[config.mk]
export PLATFORM = sky130hd
export DESIGN_NAME = mem_wb_regfile
export DESIGN_NICKNAME = d
export VERILOG_FILES = /design/src/rtl/mem_wb_regfile_pkg.sv /design/src/rtl/mem_wb_regfile_regfile.sv /design/src/rtl/mem_wb_regfile.sv
export SDC_FILE = /design/constraint.sdc
export NUM_CORES = 2
export LEC_CHECK = 0
export CAP_MARGIN = 10
export CORE_MARGIN = 2
export CORE_UTILIZATION = 60
export DETAILED_ROUTE_END_ITERATION = 8
export PLACE_DENSITY = 0.78
export SLEW_MARGIN = 30
export SYNTH_ARGS = -nofsm -noshare
export SYNTH_HDL_FRONTEND = slang
export SYNTH_HIERARCHICAL = 1
export SYNTH_SLANG_ARGS = --single-unit
[constraint.sdc]
create_clock -name clk -period 2.6 [get_ports clk]
set_input_delay 0.39 -clock clk [delete_from_list [all_inputs] [get_ports clk]]
set_output_delay 0.39 -clock clk [all_outputs]
set_load 0.01 [all_outputs]
[src/rtl/mem_wb_regfile_pkg.sv]
// Shared definitions for the MIPS32 write-back stage: bus widths, enable
// encodings, stall-vector bit positions and the MEM/WB latch layout.
package mem_wb_regfile_pkg;

    localparam int REG_NUM    = 32;
    localparam int REG_ADDR_W = 5;
    localparam int DATA_W     = 32;
    localparam int STALL_W    = 6;

    // Stall vector bit positions
    localparam int STALL_MEM = 4;
    localparam int STALL_WB  = 5;

    localparam logic RstEnable    = 1'b1;
    localparam logic WriteEnable  = 1'b1;
    localparam logic WriteDisable = 1'b0;
    localparam logic ReadEnable   = 1'b1;
    localparam logic ReadDisable  = 1'b0;

    typedef logic [REG_ADDR_W-1:0] reg_addr_t;
    typedef logic [DATA_W-1:0]     reg_t;

    localparam reg_t      ZeroWord   = '0;
    localparam reg_addr_t NOPRegAddr = '0;

    // Contents of the MEM/WB pipeline register
    typedef struct packed {
        reg_addr_t wd;
        logic      wreg;
        reg_t      wdata;
    } wb_latch_t;

    localparam wb_latch_t WB_BUBBLE = '{wd: NOPRegAddr, wreg: WriteDisable, wdata: ZeroWord};

    // One GPR read port: disabled/reset and r0 read as zero, a matching
    // in-flight commit is forwarded, otherwise the stored value is returned.
    function automatic reg_t read_port(
        input logic      rst,
        input logic      re,
        input reg_addr_t raddr,
        input logic      commit,
        input reg_addr_t waddr,
        input reg_t      wdata,
        input reg_t      stored
    );
        reg_t result;
        if (rst == RstEnable || re == ReadDisable) begin
            result = ZeroWord;
        end else if (raddr == NOPRegAddr) begin
            result = ZeroWord;
        end else if (commit && raddr == waddr) begin
            result = wdata;
        end else begin
            result = stored;
        end
        return result;
    endfunction

endpackage

[src/rtl/mem_wb_regfile_regfile.sv]
// 32x32 general-purpose register file with one write port (fed by the
// MEM/WB latch) and two combinational read ports with write-through bypass.
module mem_wb_regfile_regfile
    import mem_wb_regfile_pkg::*;
(
    input  logic      clk,
    input  logic      rst,
    input  logic      commit_i,
    input  reg_addr_t waddr_i,
    input  reg_t      wdata_i,
    input  logic      re1_i,
    input  reg_addr_t raddr1_i,
    output reg_t      rdata1_o,
    input  logic      re2_i,
    input  reg_addr_t raddr2_i,
    output reg_t      rdata2_o
);

    reg_t gpr_q [REG_NUM];

    genvar gi;
    generate
        for (gi = 0; gi < REG_NUM; gi++) begin : g_gpr
            if (gi == 0) begin : g_zero
                // r0 is hard-wired to zero; writes to it are simply dropped
                assign gpr_q[gi] = ZeroWord;
            end else begin : g_reg
                // Clear on reset, otherwise take the committed value when addressed
                always_ff @(posedge clk) begin
                    if (rst == RstEnable) begin
                        gpr_q[gi] <= ZeroWord;
                    end else if (commit_i && waddr_i == REG_ADDR_W'(gi)) begin
                        gpr_q[gi] <= wdata_i;
                    end
                end
            end
        end
    endgenerate

    // Both read ports resolve reset, r0, bypass and array lookup in priority order
    always_comb begin
        rdata1_o = read_port(rst, re1_i, raddr1_i, commit_i, waddr_i, wdata_i, gpr_q[raddr1_i]);
        rdata2_o = read_port(rst, re2_i, raddr2_i, commit_i, waddr_i, wdata_i, gpr_q[raddr2_i]);
    end

endmodule

[src/rtl/mem_wb_regfile.sv]
// Write-back stage: MEM/WB pipeline register with stall/flush handling,
// retired-write counter, and the GPR file that the latched result commits into.
module mem_wb_regfile
    import mem_wb_regfile_pkg::*;
(
    input  logic               clk,
    input  logic               rst,
    input  logic [STALL_W-1:0] stall,
    input  logic               flush,
    input  logic [4:0]         mem_wd,
    input  logic               mem_wreg,
    input  logic [31:0]        mem_wdata,
    input  logic               re1,
    input  logic [4:0]         raddr1,
    output logic [31:0]        rdata1,
    input  logic               re2,
    input  logic [4:0]         raddr2,
    output logic [31:0]        rdata2,
    output logic [4:0]         wb_wd,
    output logic               wb_wreg,
    output logic [31:0]        wb_wdata,
    output logic [31:0]        retire_cnt
);

    wb_latch_t latch_q, latch_d;
    reg_t      retire_cnt_q, retire_cnt_d;
    logic      commit;
    logic      unused_stall;

    // Only the MEM and WB stall bits matter to this stage
    assign unused_stall = ^stall[STALL_MEM-1:0];

    // A commit needs a valid latched write and an unstalled WB stage; it
    // happens even when flush kills the next latch value.
    assign commit = (rst != RstEnable) && latch_q.wreg && !stall[STALL_WB];

    // Next latch value: flush, then MEM-stalled bubble, then advance, else hold
    always_comb begin
        latch_d = latch_q;
        if (flush) begin
            latch_d = WB_BUBBLE;
        end else if (stall[STALL_MEM] && !stall[STALL_WB]) begin
            latch_d = WB_BUBBLE;
        end else if (!stall[STALL_MEM]) begin
            latch_d = '{wd: mem_wd, wreg: mem_wreg, wdata: mem_wdata};
        end
    end

    // MEM/WB pipeline register
    always_ff @(posedge clk) begin
        if (rst == RstEnable) begin
            latch_q <= WB_BUBBLE;
        end else begin
            latch_q <= latch_d;
        end
    end

    // Count every commit, including dropped r0 writes; wraps naturally
    always_comb begin
        retire_cnt_d = retire_cnt_q;
        if (commit) begin
            retire_cnt_d = retire_cnt_q + 32'd1;
        end
    end

    // Retired-write counter register
    always_ff @(posedge clk) begin
        if (rst == RstEnable) begin
            retire_cnt_q <= ZeroWord;
        end else begin
            retire_cnt_q <= retire_cnt_d;
        end
    end

    mem_wb_regfile_regfile u_regfile (
        .clk      (clk),
        .rst      (rst),
        .commit_i (commit),
        .waddr_i  (latch_q.wd),
        .wdata_i  (latch_q.wdata),
        .re1_i    (re1),
        .raddr1_i (raddr1),
        .rdata1_o (rdata1),
        .re2_i    (re2),
        .raddr2_i (raddr2),
        .rdata2_o (rdata2)
    );

    assign wb_wd      = latch_q.wd;
    assign wb_wreg    = latch_q.wreg;
    assign wb_wdata   = latch_q.wdata;
    assign retire_cnt = retire_cnt_q;

endmodule

* Word-level counts from Yosys, hierarchy flattened *
Index checks and enable logic that the tools add are counted.

operators by class
  $add $sub $neg = 1
  order comparisons = 2
  equal/unequal tests = 33
  mux-type cells = 12
  bitwise logic cells = 5
  reductions and logical operators = 42

operator list
  operator                                                   count
  binary-select mux 32 bit (select 5 bit)                    2
  2-to-1 mux 32 bit                                          10
  == test 5 bit (second input constant)                      16
  == test 5 x 4 -> 1 bit (second input constant)             8
  logical AND 1 bit                                          36
  adder 32 x 1 -> 32 bit (second input constant)             1
  == test 5 x 3 -> 1 bit (second input constant)             4
  greater-or-equal comparator 6 bit (second input constant)  2
  NOT 5 -> 6 bit                                             2
  == test 5 x 2 -> 1 bit (second input constant)             2
  == test 5 bit                                              2
  logical NOT 5 bit                                          2
  == test 5 x 1 -> 1 bit (second input constant)             1
  NOT 1 bit                                                  3
  OR reduction 3 bit                                         1
  logical OR 1 bit                                           2
  logical NOT 1 bit                                          1

word-level totals
  register bits = 1062
  bits of input ports = 59
  output and inout bits = 134
  logic and storage cells = 130

* Logic depth before layout (Yosys ltp) *
  depth after elaboration = 7
  mapped depth = 11
  mapped depth without buffers = 7

* Hierarchy *
Netlist, hierarchy kept.

modules (own cells, without submodules)
  module                  times used  cells an instance  area each (µm²)  seq. area each (µm²)
  mem_wb_regfile_regfile  1           6019               51603.2          19859.0
  mem_wb_regfile          1           311                2941.6           1401.3

* Worst setup path after synthesis *
Ideal clock, no wire load.

  path kind = register to output
  from = register latch_q, in the netlist wb_wreg
  to = output port rdata1[14]
  arrival = 2.177 ns
  required time = 2.210 ns
  path slack = 0.033 ns
  cell stages (with the launch flop) = 10
  path buffers = 3
  cells stage by stage = dfxtp_1 nor2b_1 clkbuf_1 nor2b_1 nand4_1 nor4bb_1 clkbuf_1 buf_2 nand2_1 o211ai_1

between the ends
  word-level cells in the longest chain between the ends = 6

ends and longest elaborated chain
  item                             line                      source
  start, declared                  mem_wb_regfile.sv:25      wb_latch_t latch_q, latch_d;
  start signal, assigned           mem_wb_regfile.sv:54      latch_q <= latch_d;
  logical AND 1 bit (2 in series)  mem_wb_regfile.sv:35      assign commit = (rst != RstEnable) && latch_q.wreg && !stall[STALL_WB];
  named net commit                 mem_wb_regfile.sv:27      logic commit;
  logical AND 1 bit                mem_wb_regfile_pkg.sv:51  end else if (commit && raddr == waddr) begin
  2-to-1 mux 32 bit                mem_wb_regfile_pkg.sv:51
  2-to-1 mux 32 bit                mem_wb_regfile_pkg.sv:49  end else if (raddr == NOPRegAddr) begin
  2-to-1 mux 32 bit                mem_wb_regfile_pkg.sv:47  if (rst == RstEnable || re == ReadDisable) begin
  end, declared                    mem_wb_regfile.sv:15      output logic [31:0] rdata1,

The timed path passes the listed nets, and every way through them passes these cells.

* Final worst setup path *
  from = register latch_q, in the netlist wb_wreg
  to = output port rdata1[3]

The elaborated chain is that of the path after synthesis.

==> flow_summary.yaml <==
synthesis:
  ys_seq_elements: 1062
  syn-instance-count: 6330
  synth_enable_flop_cells: 0
  netlist_area_um2: 54540
  syn-mean-instance-area_um2: 8.617
  synth-warning-count: 6
  dominantRegCellSynth: "dfxtp_1"
  synth.distinct_cells: 70
  synthesis.nets: 6390
  synth_sequential_area_ratio_pct: 38.98
  postSynth.asyncResetShare_pct: 0
final_layout:
  finish.instance_area_um2: 66450
  most_common_library_cell_in_the_layout_ignoring_fill_and_taps: "nand2_1"
  num-nets-final: 6685
  areaGrowthSynthToFinish_pct: 21.82
  finalNonFillerCells: 7890
  layout_common_cells: "nand2_1 (2086), a21oi_1 (1063), dfxtp_1 (1057)"
  drive_gt1_share_pct: 23.22
  fin_util_pct: 73.82
  fill_cells: 6220
grt:
  grt_max_degree: 242
  globalRouteTotalUtil_pct: 47.07
  grt_first_pass_wirelength_mm: 331.4
  grt.overflow.total: 0
  grt_pass1_vias: 53620
  grt_antenna_before_repair: 6
setup_path:
  crit_fanout: 6
  startpoint_type: "flop"
  setup.worst_path.class: "flop to output pin"
  timing.critical_path.mode_cell: "buf_6"
  timing.critical_path.to_type: "output pin"
  worstPathArrival_ps: 2850
  crit_path_max_incr_delay_ps: 320
  cp_required_ps: 2210
  timing.critical_path.cells: "nor2b_4 -> nor2b_4 -> nand4_1 -> buf_6 -> buf_6 -> o211ai_4 -> buf_12 -> buf_12 -> a21oi_2 -> a32o_2 -> buf_6"
  crit_slowest_cell: "dfxtp_2"
min_path:
  hp-class: "input port to flop"
sta:
  maxSlewViolCount: 0
  worst_slew_slack_as_a_fraction_of_its_limit_pct: 29.48
  total_setup_violations_reported_at_the_end_of_the_flow: 66
  grt_setup_unrepaired: "true"
  period_share_pct: 124.8
  timing_hold_violations_final: 0
  fmaxAchievable_mhz: 308.3
  slew_of_the_pin_with_the_lowest_slew_margin_ps: 1058
  min_period_ps: 3244
  layout_setup_ws_ps: -644.1
  worst_case_clock_skew_ps: 29.16
place:
  dpl.cell_count: 7661
  io_buffer_count: 188
  cell_area_after_placement_um2: 61990
  place_hpwl_mm: 143.1
  finalWeightedCongestion: 1.040
clocking:
  cts-root-to-sink-buffers: 3
  cts.sink_count: 1062
  cts.clk_slew.worst_paths_ps: 60
  post_cts_hold_fix_bufs: 0
  tritoncts: "done"
  cts_made_buffers: 108
  cts_root_buffer: "clkbuf_16"
  clock_latency_ps: 720
  h-tree-depth: 3
power:
  sum_of_internal_switching_and_leakage_power_mw: 36.45
  vdd_ir_drop_max_mv: 0.7327
  power.static_leakage_nw: 22.94
  pwr_density_cell_nw_per_um2: 548.6
drt:
  route.vias.total: 54900
  drt_pre_antenna_iters: 7
  first_iter_violations: 8403
  postRouteAntennaNets: 0
  wl_per_cell_um: 28.73
  drc: 0
  routed_wl_mm: 226.7
  route.detailed.vias_per_inst: 6.959
floorplanning:
  die_area_um2: 93340
  core_region_area_um2: 90010
  placement_rows: 110
  floorplan.io_pins: 193
  initial_core_util_pct: 60.60
  die_x_um: 305.5
  floorplan.die.height_um: 305.5
run_status:
  violations: "negative setup slack"
  run_status: "finished with violations"
job:
  drv_cap: 0
## worst paths after layout
| kind | startpoint | endpoint | slack [ps] | depth (start not counted) |
|---|---|---|---|---|
| hold reg to reg | u_regfile/gpr_q[181]$_SDFFE_PP0P_ | u_regfile/gpr_q[181]$_SDFFE_PP0P_ | 460 | 2 |
| hold / removal | rst | u_regfile/gpr_q[357]$_SDFFE_PP0P_ | 80 | 3 |
| setup / recovery | wb_wreg$_SDFFE_PP0N_ | rdata1[3] | -640 | 11 |
| setup reg to reg | wb_wreg$_SDFFE_PP0N_ | u_regfile/gpr_q[770]$_SDFFE_PP0P_ | 110 | 10 |
## report_power, final
| part | leakage (nW) | switching (mW) | total [mW] | internal [mW] |
|---|---|---|---|---|
| Clock | 1.88 | 6.91 | 17.0 | 10.1 |
| Sequential | 8.55 | 0.0541 | 16.3 | 16.3 |
| Combinational | 12.5 | 1.89 | 3.10 | 1.21 |
| Total | 22.9 | 8.86 | 36.5 | 27.6 |
## layout make-up
type                            count  area (µm²)  area share [%]
Clock buffer                      145        3098           4.662
Tap cell                         1176        1471           2.214
Clock inverter                     50       724.4           1.090
Multi-Input combinational cell   4591       30800           46.35
Inverter                            4       15.01         0.02260
Antenna cell                        4       10.01         0.01506
Sequential cell                  1062       21270           32.01
Timing Repair Buffer              858        9056           13.63
## sequential cells by signal (all words and copies together) (netlist names)
signal	flops
wb_wd	5
wb_wreg	1
u_regfile/gpr_q	992
retire_cnt	32
wb_wdata	32
## timing repair
item                       CTS  global route
setup buffers               17             8
setup endpoints to repair   76            65
cloned                       5             3
resized for setup          356            26
pin swaps                   31            27
## metrics by stage
step	setup WS, ps	TNS, ps	hold slack, ps
2_1_floorplan	32.86	0	441.5
3_3_place_gp	-1108	-457280	447.6
3_5_place_dp	-1121	-451790	456.5
4_1_cts	-548.5	-27190	75.44
5_1_grt	-668.4	-34910	88.98
6_report	-644.1	-32910	79.12
## cell usage after synthesis, types with 12 or more instances
master,count,share of area [%]
a22o_1,76,1.2
or4_1,14,0.19
buf_6,18,0.37
buf_4,43,0.59
a221oi_1,65,1.0
dfxtp_1,1062,39
clkbuf_1,385,2.6
a31oi_1,26,0.30
buf_1,40,0.28
nor3_1,40,0.37
o221a_2,13,0.27
buf_2,182,1.7
a22oi_1,70,0.96
nand2_1,2097,14
o31ai_1,14,0.19
a21oi_1,1079,9.9
a221oi_2,20,0.55
mux4_2,380,16
o221ai_1,19,0.31
nand3_1,36,0.33
o211ai_1,13,0.18
a221o_1,19,0.35
nor2_1,135,0.93
mux2_2,105,2.2
nor2b_1,48,0.55
o21ai_0,35,0.32
nand4_1,12,0.14
mux2i_1,148,2.7
## worst max-delay path, delay by kind of cell (launching register included)
| kind | cells | cell delay, ps |
|---|---|---|
| AO/OA/AOI/OAI | 3 | 550 |
| buffers and inverters | 5 | 730 |
| flip-flops | 1 | 320 |
| AND/OR/NAND/NOR | 3 | 550 |
## cell families after synthesis
kind of cell | Yosys count | synth area share [%]
XOR/XNOR | 21 | 0.3372
buffers and inverters | 677 | 5.742
AO/OA/AOI/OAI | 1476 | 16.08
multiplexers | 637 | 20.77
adder cells (fa/ha/maj) | 1 | 0.02294
AND/OR/NAND/NOR | 2456 | 18.08
flip-flops | 1062 | 38.98
## metal layers
layer | GRT usage (%) | wire [µm] | part of all wire, % | up-vias
li1 | - | - | - | 22810
met1 | 56.58 | 71570 | 32 | 25690
met2 | 67.27 | 92650 | 41 | 4872
met3 | 15.11 | 36390 | 16 | 1537
met4 | 42.70 | 26080 | 12 | 4
met5 | 0.05168 | 30 | 0.013 | -
Power figures use the tool's default switching activity.
